## config.mk

```make
export PLATFORM = sky130hd
export DESIGN_NAME = riscv_alu_seq_flat
export DESIGN_NICKNAME = d
export VERILOG_FILES = /design/src/rtl/riscv_alu_pkg.sv /design/src/rtl/riscv_alu_seq_if.sv /design/src/rtl/riscv_alu_mul_iter.sv /design/src/rtl/riscv_alu_seq.sv /design/src/flat_wrapper.sv
export SDC_FILE = /design/constraint.sdc
export NUM_CORES = 1
export LEC_CHECK = 0
export ABC_AREA = 0
export CORE_MARGIN = 4
export CORE_UTILIZATION = 43
export DETAILED_ROUTE_END_ITERATION = 8
export SYNTH_ARGS = -nofsm -noshare
export SYNTH_HDL_FRONTEND = slang
export SYNTH_SLANG_ARGS = --single-unit
```

## constraint.sdc

```tcl
create_clock -name clk -period 3.8 [get_ports clk]
set_input_delay 0.57 -clock clk [delete_from_list [all_inputs] [get_ports clk]]
set_output_delay 0.57 -clock clk [all_outputs]
set_load 0.01 [all_outputs]
```

## src/rtl/riscv_alu_pkg.sv

```systemverilog
// rtl/riscv_alu_pkg.sv - shared opcode, state and flag types for riscv_alu_seq
//
// Purpose: the ALUctl opcode map, the handshake FSM states and the NZCV flag
// bundle used by riscv_alu_seq and its testbench.
// Build option: RISCV_ALU_MUL_EN adds the ST_MUL state.
package riscv_alu_pkg;

  typedef enum logic [3:0] {
    OP_AND  = 4'd0,
    OP_OR   = 4'd1,
    OP_ADD  = 4'd2,
    OP_XOR  = 4'd3,
    OP_SLL  = 4'd4,
    OP_SRL  = 4'd5,
    OP_SUB  = 4'd6,
    OP_SLT  = 4'd7,
    OP_SLTU = 4'd8,
    OP_SRA  = 4'd9,
    OP_MUL  = 4'd10,
    OP_NOR  = 4'd12
  } alu_op_e;

  typedef enum logic [1:0] {
    ST_IDLE = 2'd0,
    ST_HOLD = 2'd1
`ifdef RISCV_ALU_MUL_EN
    , ST_MUL = 2'd2
`endif
  } alu_state_e;

  typedef struct packed {
    logic n;
    logic z;
    logic c;
    logic v;
  } alu_flags_t;

endpackage

```

## src/rtl/riscv_alu_seq_if.sv

```systemverilog
// rtl/riscv_alu_seq_if.sv - operation/result handshake bundle for riscv_alu_seq
//
// Purpose: groups the request side (in_valid/in_ready, alu_ctl, a, b), the
// result side (out_valid/out_ready, alu_out, flags, illegal_op) and the
// sticky branch-zero flag with its clear.
// Modports: master = producer/consumer driving operations, slave = the ALU.
interface riscv_alu_seq_if #(parameter int WIDTH = 32);
  logic             in_valid;
  logic             in_ready;
  logic [3:0]       alu_ctl;
  logic [WIDTH-1:0] a;
  logic [WIDTH-1:0] b;
  logic             out_valid;
  logic             out_ready;
  logic [WIDTH-1:0] alu_out;
  logic             flag_n;
  logic             flag_z;
  logic             flag_c;
  logic             flag_v;
  logic             illegal_op;
  logic             zero_sticky;
  logic             zero_clr;

  modport master (
    output in_valid, alu_ctl, a, b, out_ready, zero_clr,
    input  in_ready, out_valid, alu_out, flag_n, flag_z, flag_c, flag_v,
           illegal_op, zero_sticky
  );

  modport slave (
    input  in_valid, alu_ctl, a, b, out_ready, zero_clr,
    output in_ready, out_valid, alu_out, flag_n, flag_z, flag_c, flag_v,
           illegal_op, zero_sticky
  );
endinterface

```

## src/rtl/riscv_alu_mul_iter.sv

```systemverilog
// rtl/riscv_alu_mul_iter.sv - iterative shift-add multiplier, low WIDTH bits
//
// Purpose: unsigned multiply over WIDTH cycles after a start pulse.
// Ports: clk, rst_n (async active-low), i_start (load operands),
//        i_a/i_b operands, o_done (last iteration this cycle),
//        o_result (valid while o_done is high).
module riscv_alu_mul_iter #(
  parameter int WIDTH = 32
) (
  input  logic             clk,
  input  logic             rst_n,
  input  logic             i_start,
  input  logic [WIDTH-1:0] i_a,
  input  logic [WIDTH-1:0] i_b,
  output logic             o_done,
  output logic [WIDTH-1:0] o_result
);
  localparam int CNT_W = $clog2(WIDTH);

  logic [CNT_W-1:0] r_cnt;
  logic [WIDTH-1:0] r_mcand;
  logic [WIDTH-1:0] r_mplier;
  logic [WIDTH-1:0] r_acc;
  logic             r_busy;
  logic [WIDTH-1:0] w_acc_next;

  // The final partial product is folded in combinationally so the result is
  // ready in the WIDTH-th busy cycle rather than one cycle later.
  assign w_acc_next = r_acc + (r_mplier[0] ? r_mcand : '0);
  assign o_done     = r_busy && (r_cnt == CNT_W'(WIDTH - 1));
  assign o_result   = w_acc_next;

  always_ff @(posedge clk or negedge rst_n) begin
    if (!rst_n) begin
      r_cnt    <= '0;
      r_mcand  <= '0;
      r_mplier <= '0;
      r_acc    <= '0;
      r_busy   <= 1'b0;
    end else if (i_start) begin
      r_cnt    <= '0;
      r_mcand  <= i_a;
      r_mplier <= i_b;
      r_acc    <= '0;
      r_busy   <= 1'b1;
    end else if (r_busy) begin
      r_acc    <= w_acc_next;
      r_mcand  <= r_mcand << 1;
      r_mplier <= r_mplier >> 1;
      r_cnt    <= r_cnt + 1'b1;
      if (o_done) r_busy <= 1'b0;
    end
  end
endmodule

```

## src/rtl/riscv_alu_seq.sv

```systemverilog
// rtl/riscv_alu_seq.sv - registered valid/ready RISC-V ALU with NZCV and sticky zero
//
// Purpose: accepts one operation per cycle, registers result, NZCV flags and
// illegal_op, and holds them until the consumer takes them.
// Ports: clk, reset_n (async active-low), bus (riscv_alu_seq_if.slave:
//        in_valid/in_ready/alu_ctl/a/b, out_valid/out_ready/alu_out,
//        flag_n/z/c/v, illegal_op, zero_sticky, zero_clr).
// Build option: RISCV_ALU_MUL_EN enables opcode 10 (iterative MUL).
module riscv_alu_seq
  import riscv_alu_pkg::*;
#(
  parameter int WIDTH   = 32,
  parameter int SHAMT_W = $clog2(WIDTH)
) (
  input  logic           clk,
  input  logic           reset_n,
  riscv_alu_seq_if.slave bus
);
  alu_op_e            w_op;
  logic [WIDTH:0]     w_sum;
  logic [WIDTH:0]     w_diff;
  logic [SHAMT_W-1:0] w_shamt;
  logic [WIDTH-1:0]   w_res;
  alu_flags_t         w_flags;
  logic               w_illegal;
  logic               w_is_mul;
  logic               w_sub_zero;

  alu_state_e         r_state;
  alu_state_e         w_next;
  alu_state_e         w_go;
  logic               w_in_ready;
  logic               w_out_valid;
  logic               w_accept;
  logic               w_take_alu;

  logic [WIDTH-1:0]   r_result;
  alu_flags_t         r_flags;
  logic               r_illegal;
  logic               r_zero_sticky;

`ifdef RISCV_ALU_MUL_EN
  logic               w_mul_start;
  logic               w_mul_done;
  logic [WIDTH-1:0]   w_mul_result;

  riscv_alu_mul_iter #(.WIDTH(WIDTH)) u_mul (
    .clk      (clk),
    .rst_n    (reset_n),
    .i_start  (w_mul_start),
    .i_a      (bus.a),
    .i_b      (bus.b),
    .o_done   (w_mul_done),
    .o_result (w_mul_result)
  );
`endif

  // Result and flag datapath
  always_comb begin
    w_op       = alu_op_e'(bus.alu_ctl);
    w_sum      = {1'b0, bus.a} + {1'b0, bus.b};
    // a + ~b + 1: the carry out is the inverted borrow
    w_diff     = {1'b0, bus.a} + {1'b0, ~bus.b} + {{WIDTH{1'b0}}, 1'b1};
    w_shamt    = bus.b[SHAMT_W-1:0];
    w_res      = '0;
    w_flags    = '0;
    w_illegal  = 1'b0;
    w_is_mul   = 1'b0;
    case (w_op)
      OP_AND:  w_res = bus.a & bus.b;
      OP_OR:   w_res = bus.a | bus.b;
      OP_XOR:  w_res = bus.a ^ bus.b;
      OP_NOR:  w_res = ~(bus.a | bus.b);
      OP_ADD: begin
        w_res     = w_sum[WIDTH-1:0];
        w_flags.c = w_sum[WIDTH];
        w_flags.v = (bus.a[WIDTH-1] == bus.b[WIDTH-1]) &&
                    (w_sum[WIDTH-1] != bus.a[WIDTH-1]);
      end
      OP_SUB: begin
        w_res     = w_diff[WIDTH-1:0];
        w_flags.c = w_diff[WIDTH];
        w_flags.v = (bus.a[WIDTH-1] == ~bus.b[WIDTH-1]) &&
                    (w_diff[WIDTH-1] != bus.a[WIDTH-1]);
      end
      OP_SLT:  w_res = {{(WIDTH-1){1'b0}}, ($signed(bus.a) < $signed(bus.b))};
      OP_SLTU: w_res = {{(WIDTH-1){1'b0}}, (bus.a < bus.b)};
      OP_SLL:  w_res = bus.a << w_shamt;
      OP_SRL:  w_res = bus.a >> w_shamt;
      OP_SRA:  w_res = $unsigned($signed(bus.a) >>> w_shamt);
`ifdef RISCV_ALU_MUL_EN
      OP_MUL:  w_is_mul = 1'b1;
`endif
      default: w_illegal = 1'b1;
    endcase
    w_flags.n  = w_res[WIDTH-1];
    w_flags.z  = (w_res == '0);
    w_sub_zero = (w_op == OP_SUB) && (w_diff[WIDTH-1:0] == '0);
  end

  // FSM state register
  always_ff @(posedge clk or negedge reset_n) begin
    if (!reset_n) r_state <= ST_IDLE;
    else          r_state <= w_next;
  end

  // FSM next state and handshake outputs
  always_comb begin
    w_next      = r_state;
    w_in_ready  = 1'b0;
    w_out_valid = 1'b0;
`ifdef RISCV_ALU_MUL_EN
    w_go        = w_is_mul ? ST_MUL : ST_HOLD;
`else
    w_go        = ST_HOLD;
`endif
    case (r_state)
      ST_IDLE: begin
        w_in_ready = 1'b1;
        if (bus.in_valid) w_next = w_go;
      end
      ST_HOLD: begin
        w_out_valid = 1'b1;
        // Consuming and accepting in the same cycle keeps one result per cycle
        w_in_ready  = bus.out_ready;
        if (bus.out_ready) w_next = bus.in_valid ? w_go : ST_IDLE;
      end
`ifdef RISCV_ALU_MUL_EN
      ST_MUL: begin
        if (w_mul_done) w_next = ST_HOLD;
      end
`endif
      default: w_next = ST_IDLE;
    endcase
    w_accept   = bus.in_valid & w_in_ready;
    w_take_alu = w_accept & ~w_is_mul;
  end

`ifdef RISCV_ALU_MUL_EN
  assign w_mul_start = w_accept & w_is_mul;
`endif

  // Result, flags and sticky zero; these keep their value after consumption
  always_ff @(posedge clk or negedge reset_n) begin
    if (!reset_n) begin
      r_result      <= '0;
      r_flags       <= '0;
      r_illegal     <= 1'b0;
      r_zero_sticky <= 1'b0;
    end else begin
      if (w_take_alu) begin
        r_result  <= w_res;
        r_flags   <= w_flags;
        r_illegal <= w_illegal;
      end
`ifdef RISCV_ALU_MUL_EN
      else if (w_mul_done) begin
        r_result  <= w_mul_result;
        r_flags   <= '{n: w_mul_result[WIDTH-1], z: (w_mul_result == '0),
                       c: 1'b0, v: 1'b0};
        r_illegal <= 1'b0;
      end
`endif
      // Set has priority over the clear
      if (w_accept && w_sub_zero) r_zero_sticky <= 1'b1;
      else if (bus.zero_clr)      r_zero_sticky <= 1'b0;
    end
  end

  assign bus.in_ready    = w_in_ready;
  assign bus.out_valid   = w_out_valid;
  assign bus.alu_out     = r_result;
  assign bus.flag_n      = r_flags.n;
  assign bus.flag_z      = r_flags.z;
  assign bus.flag_c      = r_flags.c;
  assign bus.flag_v      = r_flags.v;
  assign bus.illegal_op  = r_illegal;
  assign bus.zero_sticky = r_zero_sticky;
endmodule

```

## src/flat_wrapper.sv

```systemverilog
// flat-port wrapper written by rule: the top's interface ports become plain ports
module riscv_alu_seq_flat import riscv_alu_pkg::*;
#(
  parameter int WIDTH   = 32,
  parameter int SHAMT_W = $clog2(WIDTH)
)
  (clk, reset_n, bus_in_valid, bus_alu_ctl, bus_a, bus_b, bus_out_ready, bus_zero_clr, bus_in_ready, bus_out_valid, bus_alu_out, bus_flag_n, bus_flag_z, bus_flag_c, bus_flag_v, bus_illegal_op, bus_zero_sticky);
  riscv_alu_seq_if #(.WIDTH(WIDTH)) bus_i ();
  input  logic clk;
  input  logic reset_n;
  input wire logic [$bits(bus_i.in_valid)-1:0] bus_in_valid;
  input wire logic [$bits(bus_i.alu_ctl)-1:0] bus_alu_ctl;
  input wire logic [$bits(bus_i.a)-1:0] bus_a;
  input wire logic [$bits(bus_i.b)-1:0] bus_b;
  input wire logic [$bits(bus_i.out_ready)-1:0] bus_out_ready;
  input wire logic [$bits(bus_i.zero_clr)-1:0] bus_zero_clr;
  output wire logic [$bits(bus_i.in_ready)-1:0] bus_in_ready;
  output wire logic [$bits(bus_i.out_valid)-1:0] bus_out_valid;
  output wire logic [$bits(bus_i.alu_out)-1:0] bus_alu_out;
  output wire logic [$bits(bus_i.flag_n)-1:0] bus_flag_n;
  output wire logic [$bits(bus_i.flag_z)-1:0] bus_flag_z;
  output wire logic [$bits(bus_i.flag_c)-1:0] bus_flag_c;
  output wire logic [$bits(bus_i.flag_v)-1:0] bus_flag_v;
  output wire logic [$bits(bus_i.illegal_op)-1:0] bus_illegal_op;
  output wire logic [$bits(bus_i.zero_sticky)-1:0] bus_zero_sticky;
  assign bus_i.in_valid = bus_in_valid;
  assign bus_i.alu_ctl = bus_alu_ctl;
  assign bus_i.a = bus_a;
  assign bus_i.b = bus_b;
  assign bus_i.out_ready = bus_out_ready;
  assign bus_i.zero_clr = bus_zero_clr;
  assign bus_in_ready = bus_i.in_ready;
  assign bus_out_valid = bus_i.out_valid;
  assign bus_alu_out = bus_i.alu_out;
  assign bus_flag_n = bus_i.flag_n;
  assign bus_flag_z = bus_i.flag_z;
  assign bus_flag_c = bus_i.flag_c;
  assign bus_flag_v = bus_i.flag_v;
  assign bus_illegal_op = bus_i.illegal_op;
  assign bus_zero_sticky = bus_i.zero_sticky;
  riscv_alu_seq #(.WIDTH(WIDTH), .SHAMT_W(SHAMT_W)) u_core (.clk(clk), .reset_n(reset_n), .bus(bus_i));
endmodule
```

* Yosys cells after proc, flatten, opt, wreduce, memory -nomap -nowiden
Cells that the tools add are included.
Storage, ports and cells: flip-flop bits (word level) 40, input bits 73, word-level logic and storage cells 62, output and inout port bits 40
Operators by class: shift operators 3, equality and inequality tests 17, magnitude comparators 2, add/subtract/negate cells 3, reduce and logical (&&, ||, !) cells 11, multiplexer cells 11, bitwise operators 7
Operators with widths (number):
- case mux 32 bit (11 select lines) | 1
- adder 32 x 32 -> 33 bit | 2
- zero test 32 bit | 2
- less-than comparator 32 bit | 2
- NOT 32 bit | 2
- adder 33 x 1 -> 33 bit (second input constant) | 1
- AND 32 bit | 1
- OR 32 bit | 1
- << shifter 32 x 5 -> 32 bit | 1
- right shift 32 x 5 -> 32 bit | 1
- >>> shifter 32 x 5 -> 32 bit | 1
- bitwise XOR 32 bit | 1
- equality test 4 x 3 -> 1 bit (second input constant) | 4
- equality test 4 bit (second input constant) | 3
- OR reduction 11 bit | 1
- equality test 4 x 2 -> 1 bit (second input constant) | 2
- case mux 2 bit (2 select lines) | 2
- two-way mux 1 bit | 5
- equality test 4 x 1 -> 1 bit (second input constant) | 1
- logical AND 1 bit | 4
- zero test 4 bit | 1
- two-way mux 2 bit | 2
- inequality test 2 bit (second input constant) | 2
- equality test 1 bit | 2
- 8 further kinds | 9

* Depth between registers and ports, before layout
word-level depth 7, gate-level depth with buffers 19

* Least setup slack after synthesis
No wires, ideal clock.
path type input to register, start point input bus_b[1], end point register u_core.r_flags, in the netlist u_core.bus.flag_z, data required time 3.734 ns, path slack -1.011 ns, setup time 0.066 ns, stages 17, data arrival time 4.745 ns, path buffers 4, cells stage by stage buf_2 > clkinv_1 > buf_1 > buf_1 > ha_1 > nor2_1 > o311a_1 > a221oi_1 > a2111oi_1 > or3b_1 > buf_2 > a31oi_1 > o221a_2 > o21ai_1 > or4_4 > nor3_2 > a22o_1
Between the ends: word-level cells in the longest chain between the ends 5, elaborated cells between the ends (all ways) 15
Ends and longest elaborated chain:
- start, declared | RTL line flat_wrapper.sv:14 | input wire logic [$bits(bus_i.b)-1:0] bus_b;
- NOT 32 bit | RTL line riscv_alu_seq.sv:63 | w_diff = {1'b0, bus.a} + {1'b0, ~bus.b} + {{WIDTH{1'b0}}, 1'b1};
- adder 32 x 32 -> 33 bit | RTL line riscv_alu_seq.sv:63
- adder 33 x 1 -> 33 bit | RTL line riscv_alu_seq.sv:63
- case mux 32 bit (11 select lines) (*) | RTL line riscv_alu_seq.sv:69 | case (w_op)
- zero test 32 bit (*) | RTL line riscv_alu_seq.sv:97 | w_flags.z = (w_res == '0);
- end signal, assigned | RTL line riscv_alu_seq.sv:153 | r_flags <= w_flags;
- end, declared | RTL line riscv_alu_seq.sv:38 | alu_flags_t r_flags;
Every way passes the cells marked *; elsewhere a longest branch is shown, timed or not. A chain may end at the register's enable or synchronous reset.

* Worst setup path in the final report
start point input bus_a[25], end point register u_core.r_flags, in the netlist u_core.bus.flag_z
Between the ends: word-level cells in the longest chain between the ends 4, elaborated cells between the ends (all ways) 14
Ends and longest elaborated chain:
- start, declared | RTL line flat_wrapper.sv:13 | input wire logic [$bits(bus_i.a)-1:0] bus_a;
- adder 32 x 32 -> 33 bit or OR 32 bit (tied branches) | RTL line riscv_alu_seq.sv:63, riscv_alu_seq.sv:71, riscv_alu_seq.sv:73
- adder 33 x 1 -> 33 bit or NOT 32 bit (tied branches) | RTL line riscv_alu_seq.sv:63, riscv_alu_seq.sv:73
- case mux 32 bit (11 select lines) (*) | RTL line riscv_alu_seq.sv:69
- zero test 32 bit (*) | RTL line riscv_alu_seq.sv:97
Marked as above.

==> results.ini <==
[outcome]
status=finished with violations
violations=setup timing

[final_layout]
layout-drive-gt1-share=0.409
finish.utilization=0.687
multi_input_area_mm2=0.0107
regArea_um2=951
num-nets-final=2284
fill_cells=2247
layout-area-overhead-vs-synth_pct=55.9
antenna-diode-count=0

[synth]
yosys_most_used_dff=dfrtp_1
synth_top_cell_area_share=0.107
synth-edff-count=0
netlist_instances=1555
synthDistinctLibCells=92
synth-seq-cells=38
synth_common_cells=a21oi_1 (138), nor2_1 (119), nand2_1 (112)
avgSynthCellArea_um2=7.43
post-synth-top-count-cell=a21oi_1
ys.warnings.count=0
synthesis.nets=1727
async_flop_share=1.00
synthTopCellsByArea=mux4_2 (11%), ha_1 (11%), dfrtp_1 (8.2%)
synth-seq-area-share=0.0823
synth_area_leader_cell=mux4_2
synth_area_mm2=0.0115

[route]
ant_nets=0
drt_pre_antenna_iters=7
wl_um=63300
vias=16000
vias_per_cell=6.54
wl_per_cell_um=25.9
drtIter0Drc=2131
remaining_drc_errors=0

[placement]
dpl_worst_slack_ns=-1.02
dp_hpwl_um=51100
io_buffers=112
gp_congestion=1.08

[setup_path]
arrival_ns=4.10
critPathRequiredTime_ns=4.02
crit_path_frequent_cell=buf_4
reg2reg_depth=10
end_kind=flop
cp_cell_sequence=clkdlybuf4s50_1 -> buf_4 -> mux4_2 -> buf_4 -> and2_1 -> a21oi_1 -> o221ai_1 -> a211oi_1 -> nand3_1 -> a21oi_2 -> o2111ai_1 -> or4_4 -> nor3_2 -> a22o_1
crit_buf_inv=3
worst-setup-path-type=in2reg
worst-path-stages=14
slowest_delay_ns=0.51
cp_max_fo=9
critPathSlowestCell=clkdlybuf4s50_1
cp_top_family=compound AO/OA/AOI/OAI gates
startpoint_type=input port

[die]
fp.dieH_um=172
design.core.area_mm2=0.0262
dieArea_mm2=0.0295
num_rows=59
die_w_um=172
initial_utilization=0.441
io_pins=113

[clocking]
cts_buffers=5
path_clk_slew_ns=0.05
cts_buffer_depth=2
cts-htree-levels=2
clkLatencyLatePin_ns=0.28
clock-root-buffer=clkbuf_16
cts_hold_buffers=0
cts_num_sinks=38
cts_tree=done

[power_and_ir_drop]
p_per_area_mw_per_mm2=212
leakage_nw=7.89
p_total_mw=3.81
irDropWorstVdd_mv=0.155

[timing]
finalHoldViolations=0
period_needed_ns=3.87
final_max_slew_viol_count=0
worst_clock_skew_ns=0.00197
setup_slack_ns=-0.0738
fin_crit_sh=1.02
finalSetupViolCount=3
tightestPinTransition_ns=1.18
relSlewSlack=0.206
max_freq_mhz=258
grt_setup_unrepaired=true

[job]
drv_cap=0

[global_routing]
grt_pass1_vias=15200
grt_pass1_wl_um=92500
antenna_found_initial=3
grt_overflow=0
grt_use_total=0.408
grt_start_max_net_pins=54

[min_path]
hold_class=in2async

==> sequential cells by signal, indices dropped and copies added, names as in the netlist <==
register and flops:
u_core.bus.flag_z 1, u_core.bus.flag_v 1, u_core.bus.zero_sticky 1, u_core.bus.flag_n 1, u_core.bus.alu_out 31, u_core.r_state 1
u_core.bus.flag_c 1, u_core.bus.illegal_op 1
==> cells in the final DEF, fill, tap and decap left out, types with 11 or more instances in the layout <==
| cell | netlist | routed |
|---|---|---|
| a211oi_1 | 22 | 20 |
| a21o_1 | 20 | 20 |
| a21oi_1 | 138 | 127 |
| a21oi_2 | 0 | 11 |
| a221oi_1 | 18 | 12 |
| a22oi_1 | 20 | 20 |
| a31oi_1 | 17 | 14 |
| and2_1 | 15 | 15 |
| buf_2 | 13 | 14 |
| buf_4 | 1 | 533 |
| buf_6 | 1 | 18 |
| clkdlybuf4s50_1 | 0 | 71 |
| dfrtp_1 | 38 | 38 |
| dlygate4sd2_1 | 0 | 16 |
| ha_1 | 97 | 70 |
| ha_4 | 0 | 23 |
| inv_1 | 98 | 67 |
| inv_2 | 4 | 33 |
| mux2_2 | 39 | 39 |
| mux2i_1 | 46 | 42 |
| mux4_2 | 55 | 55 |
| nand2_1 | 112 | 111 |
| nand2b_1 | 16 | 15 |
| nand3_1 | 45 | 45 |
| nand4_1 | 19 | 19 |
| nor2_1 | 119 | 118 |
| nor2b_1 | 16 | 14 |
| nor3_1 | 44 | 38 |
| o211ai_1 | 27 | 27 |
| o21ai_0 | 98 | 88 |
| o21ai_1 | 7 | 13 |
| o21bai_1 | 15 | 13 |
| o22ai_1 | 25 | 25 |
| or2_2 | 15 | 15 |
| xnor2_1 | 34 | 34 |
==> layer usage <==
layer | vias up | track usage | wire (µm)
met2 | 1066 | 0.641 | 27800
met5 | - | 0 | 42
met4 | 6 | 0.177 | 3480
met3 | 231 | 0.0761 | 6490
li1 | 7016 | - | -
met1 | 7686 | 0.549 | 25500
==> cell type report <==
cell class,count,share of cell area
Clock buffer,7,0.00792
Clock inverter,1,0.000278
Inverter,103,0.0220
Multi-Input combinational cell,1292,0.592
Sequential cell,38,0.0528
Tap cell,335,0.0233
Timing Repair Buffer,672,0.301
==> power by group <==
part / internal, mW / switching [mW] / leakage [nW]
Clock: 0.260 / 0.151 / 0.0739
Sequential: 0.480 / 0.0388 / 0.478
Combinational: 1.38 / 1.50 / 7.34
Total: 2.12 / 1.69 / 7.89
==> metrics by stage <==
step / instances / setup TNS, ns / hold WS [ns] / cell area (µm²)
final: 2448 / -0.142 / 0.373 / 18000
after global placement: 2407 / -11.47 / 0.459 / 16800
after global routing: 2448 / -0.342 / 0.459 / 18000
after detailed placement: 2407 / -12.64 / 0.469 / 16800
after CTS: 2439 / -0.0262 / 0.402 / 17600
after floorplan: 1555 / -0.266 / 0.274 / 11800
==> worst paths after layout <==
check | from | endpoint | slack (ns)
min | reset_n | u_core.bus.alu_out[12] | 0.37
max reg2reg | u_core.r_state[0] | u_core.bus.zero_sticky | 0.51
max | bus_a[25] | u_core.bus.flag_z | -0.07
min in group clk | u_core.bus.alu_out[10] | u_core.bus.alu_out[10] | 0.48
max in group asynchronous | reset_n | u_core.bus.alu_out[30] | 2.92
min reg2reg | u_core.bus.alu_out[10] | u_core.bus.alu_out[10] | 0.48
==> cells by family after synthesis <==
family,count (synthesis),share of synthesized area
AOI/OAI and AO/OA,548,0.319
buffers and inverters,225,0.0755
and+or+nand+nor,467,0.201
DFF,38,0.0823
xor gates and xnor gates,38,0.0288
muxes,140,0.185
adders and majority gates,99,0.109
==> what timing repair did <==
| item | 4_1_cts | 5_1_grt |
|---|---|---|
| endpoints found under the setup margin | 19 | 8 |
| pin swaps | 50 | 34 |
| buffers inserted | 24 | 9 |
| cloned | 0 | 0 |
| resized for setup | 196 | 78 |
Power figures use the tool's default switching activity.
